--- src/rtl/pe_ctrl_pkg.sv ---
// Shared types and constants for the PE adder controller.
//   state_t   : controller FSM states, one transition per completed handshake
//   SEL_ACCUM : SEL code for accumulate (acc + product)
//   SEL_PSUM  : SEL code for psum-out (neighbour psum + acc)
package pe_ctrl_pkg;

  typedef enum logic [3:0] {
    S_GET_PROD,
    S_SEL_ACC,
    S_OP_ACC,
    S_WAIT_ACC,
    S_GET_PSUM,
    S_SEL_OUT,
    S_OP_OUT,
    S_WAIT_OUT,
    S_EMIT
  } state_t;

  localparam logic [1:0] SEL_ACCUM = 2'b01;
  localparam logic [1:0] SEL_PSUM  = 2'b10;

endpackage

--- src/rtl/pe_pair_issue.sv ---
// Issues two operands in parallel on independent valid/ready channels.
//   clk, rst_n            : clock, synchronous active-low reset
//   load_i                : raise both valids on the next edge
//   a_ready_i, b_ready_i  : peer readies for the two channels
//   a_valid_o, b_valid_o  : registered valids, each drops on its own transfer
//   done_o                : the last outstanding operand transfers this cycle
module pe_pair_issue (
  input  logic clk,
  input  logic rst_n,
  input  logic load_i,
  input  logic a_ready_i,
  input  logic b_ready_i,
  output logic a_valid_o,
  output logic b_valid_o,
  output logic done_o
);

  logic a_q, a_d;
  logic b_q, b_d;

  // NOTE: every always_comb target gets a default first so no path can
  // leave it unassigned and infer a latch.
  always_comb begin
    a_d = a_q & ~a_ready_i;
    b_d = b_q & ~b_ready_i;
    if (load_i) begin
      a_d = 1'b1;
      b_d = 1'b1;
    end
  end

  // NOTE: sequential state uses non-blocking assignments so every flop
  // samples pre-edge values regardless of statement order.
  always_ff @(posedge clk) begin
    if (!rst_n) begin
      a_q <= 1'b0;
      b_q <= 1'b0;
    end else begin
      a_q <= a_d;
      b_q <= b_d;
    end
  end

  assign a_valid_o = a_q;
  assign b_valid_o = b_q;
  // Something was outstanding and nothing will be after this edge; covers
  // either transfer order as well as both in the same cycle.
  assign done_o    = (a_q | b_q) & ~a_d & ~b_d;

endmodule

--- src/rtl/pe_adder_ctrl.sv ---
// Clocked driver for the PE adder channel set. Per output window it
// accumulates NUM_MACS multiplier products through the adder (SEL=01),
// merges the neighbour partial sum (SEL=10) and emits the merged result.
//   prod_*      : product input channel (WIDTH)
//   psum_in_*   : neighbour partial-sum input channel (WIDTH)
//   sel_*       : SEL code to the adder
//   a0_*, a1_*, b0_* : adder operands (WIDTH)
//   r_*         : adder result (WIDTH+2)
//   psum_out_*  : window result (WIDTH+2)
//   busy        : a window is in progress
//   overflow    : sticky, an accumulate result did not fit in WIDTH bits
module pe_adder_ctrl
  import pe_ctrl_pkg::*;
#(
  parameter int WIDTH    = 8,
  parameter int NUM_MACS = 3
) (
  input  logic             clk,
  input  logic             rst_n,
  input  logic             prod_valid,
  output logic             prod_ready,
  input  logic [WIDTH-1:0] prod_data,
  input  logic             psum_in_valid,
  output logic             psum_in_ready,
  input  logic [WIDTH-1:0] psum_in_data,
  output logic             sel_valid,
  input  logic             sel_ready,
  output logic [1:0]       sel_data,
  output logic             a0_valid,
  input  logic             a0_ready,
  output logic [WIDTH-1:0] a0_data,
  output logic             a1_valid,
  input  logic             a1_ready,
  output logic [WIDTH-1:0] a1_data,
  output logic             b0_valid,
  input  logic             b0_ready,
  output logic [WIDTH-1:0] b0_data,
  input  logic             r_valid,
  output logic             r_ready,
  input  logic [WIDTH+1:0] r_data,
  output logic             psum_out_valid,
  input  logic             psum_out_ready,
  output logic [WIDTH+1:0] psum_out_data,
  output logic             busy,
  output logic             overflow
);

  localparam int CNT_W = $clog2(NUM_MACS + 1);

  state_t           state_q, state_d;
  logic [WIDTH-1:0] acc_q, acc_d;
  logic [WIDTH-1:0] prod_q, prod_d;
  logic [WIDTH-1:0] psum_q, psum_d;
  logic [WIDTH+1:0] result_q, result_d;
  logic [CNT_W-1:0] cnt_q, cnt_d;
  logic             ovf_q, ovf_d;

  // Handshake outputs are flops loaded from the next state, so they are 0
  // straight out of reset and never depend combinationally on a peer valid.
  logic prod_ready_q, psum_in_ready_q, sel_valid_q, r_ready_q, out_valid_q;

  logic pair_load, pair_a_valid, pair_b_valid, pair_done, pair_a_ready;

  assign pair_a_ready = (state_q == S_OP_ACC) ? a0_ready : a1_ready;

  pe_pair_issue u_pair (
    .clk       (clk),
    .rst_n     (rst_n),
    .load_i    (pair_load),
    .a_ready_i (pair_a_ready),
    .b_ready_i (b0_ready),
    .a_valid_o (pair_a_valid),
    .b_valid_o (pair_b_valid),
    .done_o    (pair_done)
  );

  always_comb begin
    state_d   = state_q;
    acc_d     = acc_q;
    prod_d    = prod_q;
    psum_d    = psum_q;
    result_d  = result_q;
    cnt_d     = cnt_q;
    ovf_d     = ovf_q;
    pair_load = 1'b0;
    unique case (state_q)
      S_GET_PROD: if (prod_valid && prod_ready_q) begin
        prod_d  = prod_data;
        state_d = S_SEL_ACC;
      end
      S_SEL_ACC: if (sel_ready && sel_valid_q) begin
        pair_load = 1'b1;
        state_d   = S_OP_ACC;
      end
      S_OP_ACC: if (pair_done) state_d = S_WAIT_ACC;
      S_WAIT_ACC: if (r_valid && r_ready_q) begin
        // Feedback keeps WIDTH bits; anything above is flagged, not kept.
        acc_d = r_data[WIDTH-1:0];
        cnt_d = cnt_q + CNT_W'(1);
        if (r_data[WIDTH+1:WIDTH] != 2'b00) ovf_d = 1'b1;
        state_d = (cnt_q == CNT_W'(NUM_MACS - 1)) ? S_GET_PSUM : S_GET_PROD;
      end
      S_GET_PSUM: if (psum_in_valid && psum_in_ready_q) begin
        psum_d  = psum_in_data;
        state_d = S_SEL_OUT;
      end
      S_SEL_OUT: if (sel_ready && sel_valid_q) begin
        pair_load = 1'b1;
        state_d   = S_OP_OUT;
      end
      S_OP_OUT: if (pair_done) state_d = S_WAIT_OUT;
      S_WAIT_OUT: if (r_valid && r_ready_q) begin
        result_d = r_data;
        state_d  = S_EMIT;
      end
      S_EMIT: if (psum_out_ready && out_valid_q) begin
        acc_d   = '0;
        cnt_d   = '0;
        state_d = S_GET_PROD;
      end
      default: state_d = S_GET_PROD;
    endcase
  end

  // NOTE: operand/result holding registers are reset along with the FSM so
  // the data outputs read 0 after reset instead of stale values.
  always_ff @(posedge clk) begin
    if (!rst_n) begin
      state_q         <= S_GET_PROD;
      acc_q           <= '0;
      prod_q          <= '0;
      psum_q          <= '0;
      result_q        <= '0;
      cnt_q           <= '0;
      ovf_q           <= 1'b0;
      prod_ready_q    <= 1'b0;
      psum_in_ready_q <= 1'b0;
      sel_valid_q     <= 1'b0;
      r_ready_q       <= 1'b0;
      out_valid_q     <= 1'b0;
    end else begin
      state_q         <= state_d;
      acc_q           <= acc_d;
      prod_q          <= prod_d;
      psum_q          <= psum_d;
      result_q        <= result_d;
      cnt_q           <= cnt_d;
      ovf_q           <= ovf_d;
      prod_ready_q    <= (state_d == S_GET_PROD);
      psum_in_ready_q <= (state_d == S_GET_PSUM);
      sel_valid_q     <= (state_d == S_SEL_ACC) || (state_d == S_SEL_OUT);
      r_ready_q       <= (state_d == S_WAIT_ACC) || (state_d == S_WAIT_OUT);
      out_valid_q     <= (state_d == S_EMIT);
    end
  end

  assign prod_ready     = prod_ready_q;
  assign psum_in_ready  = psum_in_ready_q;
  assign sel_valid      = sel_valid_q;
  assign r_ready        = r_ready_q;
  assign psum_out_valid = out_valid_q;

  assign sel_data = (state_q == S_SEL_ACC) ? SEL_ACCUM :
                    (state_q == S_SEL_OUT) ? SEL_PSUM  : 2'b00;

  // The shared pair issuer feeds A0 during accumulate and A1 during merge.
  assign a0_valid = pair_a_valid && (state_q == S_OP_ACC);
  assign a1_valid = pair_a_valid && (state_q == S_OP_OUT);
  assign b0_valid = pair_b_valid;

  assign a0_data = (state_q == S_OP_ACC) ? acc_q  : '0;
  assign a1_data = (state_q == S_OP_OUT) ? psum_q : '0;
  assign b0_data = (state_q == S_OP_ACC) ? prod_q :
                   (state_q == S_OP_OUT) ? acc_q  : '0;

  assign psum_out_data = (state_q == S_EMIT) ? result_q : '0;

  assign busy     = (state_q != S_GET_PROD) || (cnt_q != '0);
  assign overflow = ovf_q;

endmodule

--- config.mk ---
export PLATFORM = sky130hd
export DESIGN_NAME = pe_adder_ctrl
export DESIGN_NICKNAME = d
export VERILOG_FILES = /design/src/rtl/pe_ctrl_pkg.sv /design/src/rtl/pe_pair_issue.sv /design/src/rtl/pe_adder_ctrl.sv
export SDC_FILE = /design/constraint.sdc
export NUM_CORES = 1
export LEC_CHECK = 0
export CAP_MARGIN = 30
export CORE_ASPECT_RATIO = 1.2
export CORE_MARGIN = 2
export CORE_UTILIZATION = 45
export CTS_CLUSTER_SIZE = 20
export DETAILED_ROUTE_END_ITERATION = 10
export PLACE_DENSITY = 0.9
export SYNTH_ARGS = -nofsm -noshare
export SYNTH_HDL_FRONTEND = slang
export SYNTH_HIERARCHICAL = 1
export SYNTH_SLANG_ARGS = --single-unit
--- constraint.sdc ---
create_clock -name clk -period 3.5 [get_ports clk]
set_clock_uncertainty 0.2 [all_clocks]
set_input_delay 0.875 -clock clk [delete_from_list [all_inputs] [get_ports clk]]
set_output_delay 0.875 -clock clk [all_outputs]
set_load 0.05 [all_outputs]
==> results.toml <==
[detailed_routing]
drt_pass1_iterations = 4
drc = 0
vias_per_cell = 5.23
drt-wirelength-per-cell_um = 16.2
wirelength_mm = 6.08
drtIter0Drc = 65
vias = 1962
ant_nets = 0

[sta]
post-route-min-period_ps = 3040
holdWs_ps = 268
fin_crit_sh = 0.870
fmax_mhz = 329
tns_ps = 0
worst_pin_slew_ps = 668
setup_viol = 0
final_hold_viol_count = 0
slew_headroom = 0.549
rsz0062_at_grt = "no"
final_max_slew_viol_count = 0

[worst_hold_path]
hp-class = "flop to flop"
hold_depth = 1
hp-start = "overflow"

[worst_setup_path]
arrival_ps = 1970
cp-startpoint = "state_q[0]"
critPathMaxFanout = 10
crit_type = "flop to output pin"
critPathRequiredTime_ps = 2420
worst_setup_path_end_kind = "output pin"
worstReg2RegStart = "state_q[1]"
critPathLaunchType = "flop"
r2r_cells = 9

[floorplanning]
die_y_um = 82.1
core-area_um2 = 4900
fp-row-count = 28
initial_core_util = 0.467
dieArea_um2 = 5680
die_w_um = 69.1
num_io_pins = 82

[cts]
cts_buffers = 5
clk_latency_ps = 290
cts_setup_buffers = 0
path_clk_slew_ps = 80
cts_root_buffer = "clkbuf_8"
h-tree-depth = 2
numClockSinks = 48
cts-resized-gates = 0
cts_buffer_depth = 2
cts_tree = "done"
ctsHoldBuffers = 0

[final_layout]
num_antenna_cells = 0
layout-drive-gt1-share = 0.194
multiInputGateArea_um2 = 1240
fin_nets = 352
layoutNonFillerInstCount = 375
area_delta_synth_final_pct = 54.6
fillers = 381
regArea_um2 = 961

[outcome]
status = "finished clean"

[placed_design]
hpwl_mm = 4.54
place_congestion = 0.810
portBuffers = 81
dpl.cell_count = 367

[logic_synthesis]
synth-seq-area-share = 0.420
ys_ff_latch = 48
syn_nets = 273
syn-cell-area_um2 = 2290
postSynthCellCount = 235
ys_types = 38
yosys_warnings = 6
syn_avg_cell_area_um2 = 9.74

[power]
ir_drop_uv = 226
power.leakage_nw = 1.24
powerDensity_nw_per_um2 = 289

[grt]
grt_overflow = 0
grt_pass1_wl_mm = 9.73
grt_pass1_vias = 2055
track_usage = 0.216
antenna_found_initial = 0
grt_max_degree = 43

[run]
max_cap_violations = 0
## per-layer routing
layer | GRT usage | part of all wire | vias up
li1 | - | - | 962
met1 | 0.242 | 0.40 | 939
met2 | 0.396 | 0.53 | 51
met3 | 0.0607 | 0.048 | 10
met4 | 0.0804 | 0.017 | 0
met5 | 0 | 0 | -
## cell usage after synthesis (all sizes together)
cell | number | share of area
a21boi | 4 | 0.013
nor4b | 1 | 0.0066
nor3b | 1 | 0.0033
a21o | 1 | 0.0033
a32oi | 1 | 0.0071
mux2 | 1 | 0.0049
nand3b | 1 | 0.0033
or3b | 1 | 0.0049
and4 | 2 | 0.0087
nor2b | 39 | 0.11
a31oi | 1 | 0.0027
nor4 | 3 | 0.014
nand2 | 5 | 0.0082
clkbuf | 9 | 0.015
nand3 | 3 | 0.0066
a21oi | 3 | 0.0066
nand4 | 1 | 0.0027
a22oi | 9 | 0.030
buf | 7 | 0.021
and2 | 28 | 0.077
nor2 | 9 | 0.016
o311ai | 1 | 0.0038
nor3 | 5 | 0.013
nand2b | 5 | 0.014
a22o | 8 | 0.031
inv | 3 | 0.0049
ha | 2 | 0.011
a2111oi | 1 | 0.0066
o21a | 4 | 0.013
dfxtp | 48 | 0.42
mux2i | 28 | 0.12
## stage by stage
step / setup slack, ps / utilization / total power [W] / instance area [um2]
global route: 383 / 0.722 / 0.00106 / 3540
floorplan: 769 / - / 0.000636 / 2290
global placement: 844 / 0.703 / 0.000693 / 3450
CTS: 458 / 0.722 / 0.00103 / 3540
detailed placement: 787 / 0.703 / 0.000698 / 3450
finish: 456 / 0.722 / 0.00102 / 3540
## final timing paths
check                 to  slack, ps
max          sel_data[0]        460
min             overflow        270
max reg2reg   prod_ready       1070
min reg2reg     overflow        270
## cell families (layout without fill, tap and decap cells)
group           count (synthesis)  in the layout  share of synthesized area
simple gates                  104            104                      0.285
flops                          48             48                      0.420
compound gates                 33             33                      0.116
mux                            29             29                      0.127
buf+inv                        19             99                     0.0410
fa+ha+maj                       2              2                     0.0109
## critical path, cell delays in order, from the launching register on
cell and delay [ps]:
dfxtp_1 510, nand2b_1 170, nor3_1 160, clkdlybuf4s50_1 830
## layout make-up
cell class / count / share of cell area
Clock buffer: 8 / 0.0255
Tap cell: 60 / 0.0212
Inverter: 3 / 0.00318
Sequential cell: 48 / 0.271
Multi-Input combinational cell: 168 / 0.351
Timing Repair Buffer: 88 / 0.328
## power by group
group	internal [W]	switching [W]	leakage (nW)
combinational	0.0000671	0.0000552	0.810
clock	0.000161	0.000175	0.0455
sequential	0.000555	0.00000816	0.388
total	0.000783	0.000239	1.24
## layout by cell type (no fill, tap or decap), drive strengths merged, types with 8 or more instances in the layout
master	n
a22o	8
mux2i	28
clkdlybuf4s50	45
and2	28
nor2b	39
buf	43
dfxtp	48
clkbuf	8
a22oi	9
nor2	9
## state kept, by name (all words and copies together), names as in the netlist
signal,cells
prod_ready,1
cnt_q,2
u_pair/b_valid_o,1
r_ready,1
overflow,1
state_q,4
prod_q,8
psum_q,8
result_q,10
psum_out_valid,1
acc_q,8
sel_valid,1
psum_in_ready,1
u_pair/a_valid_o,1
Power figures use the tool's default switching activity.
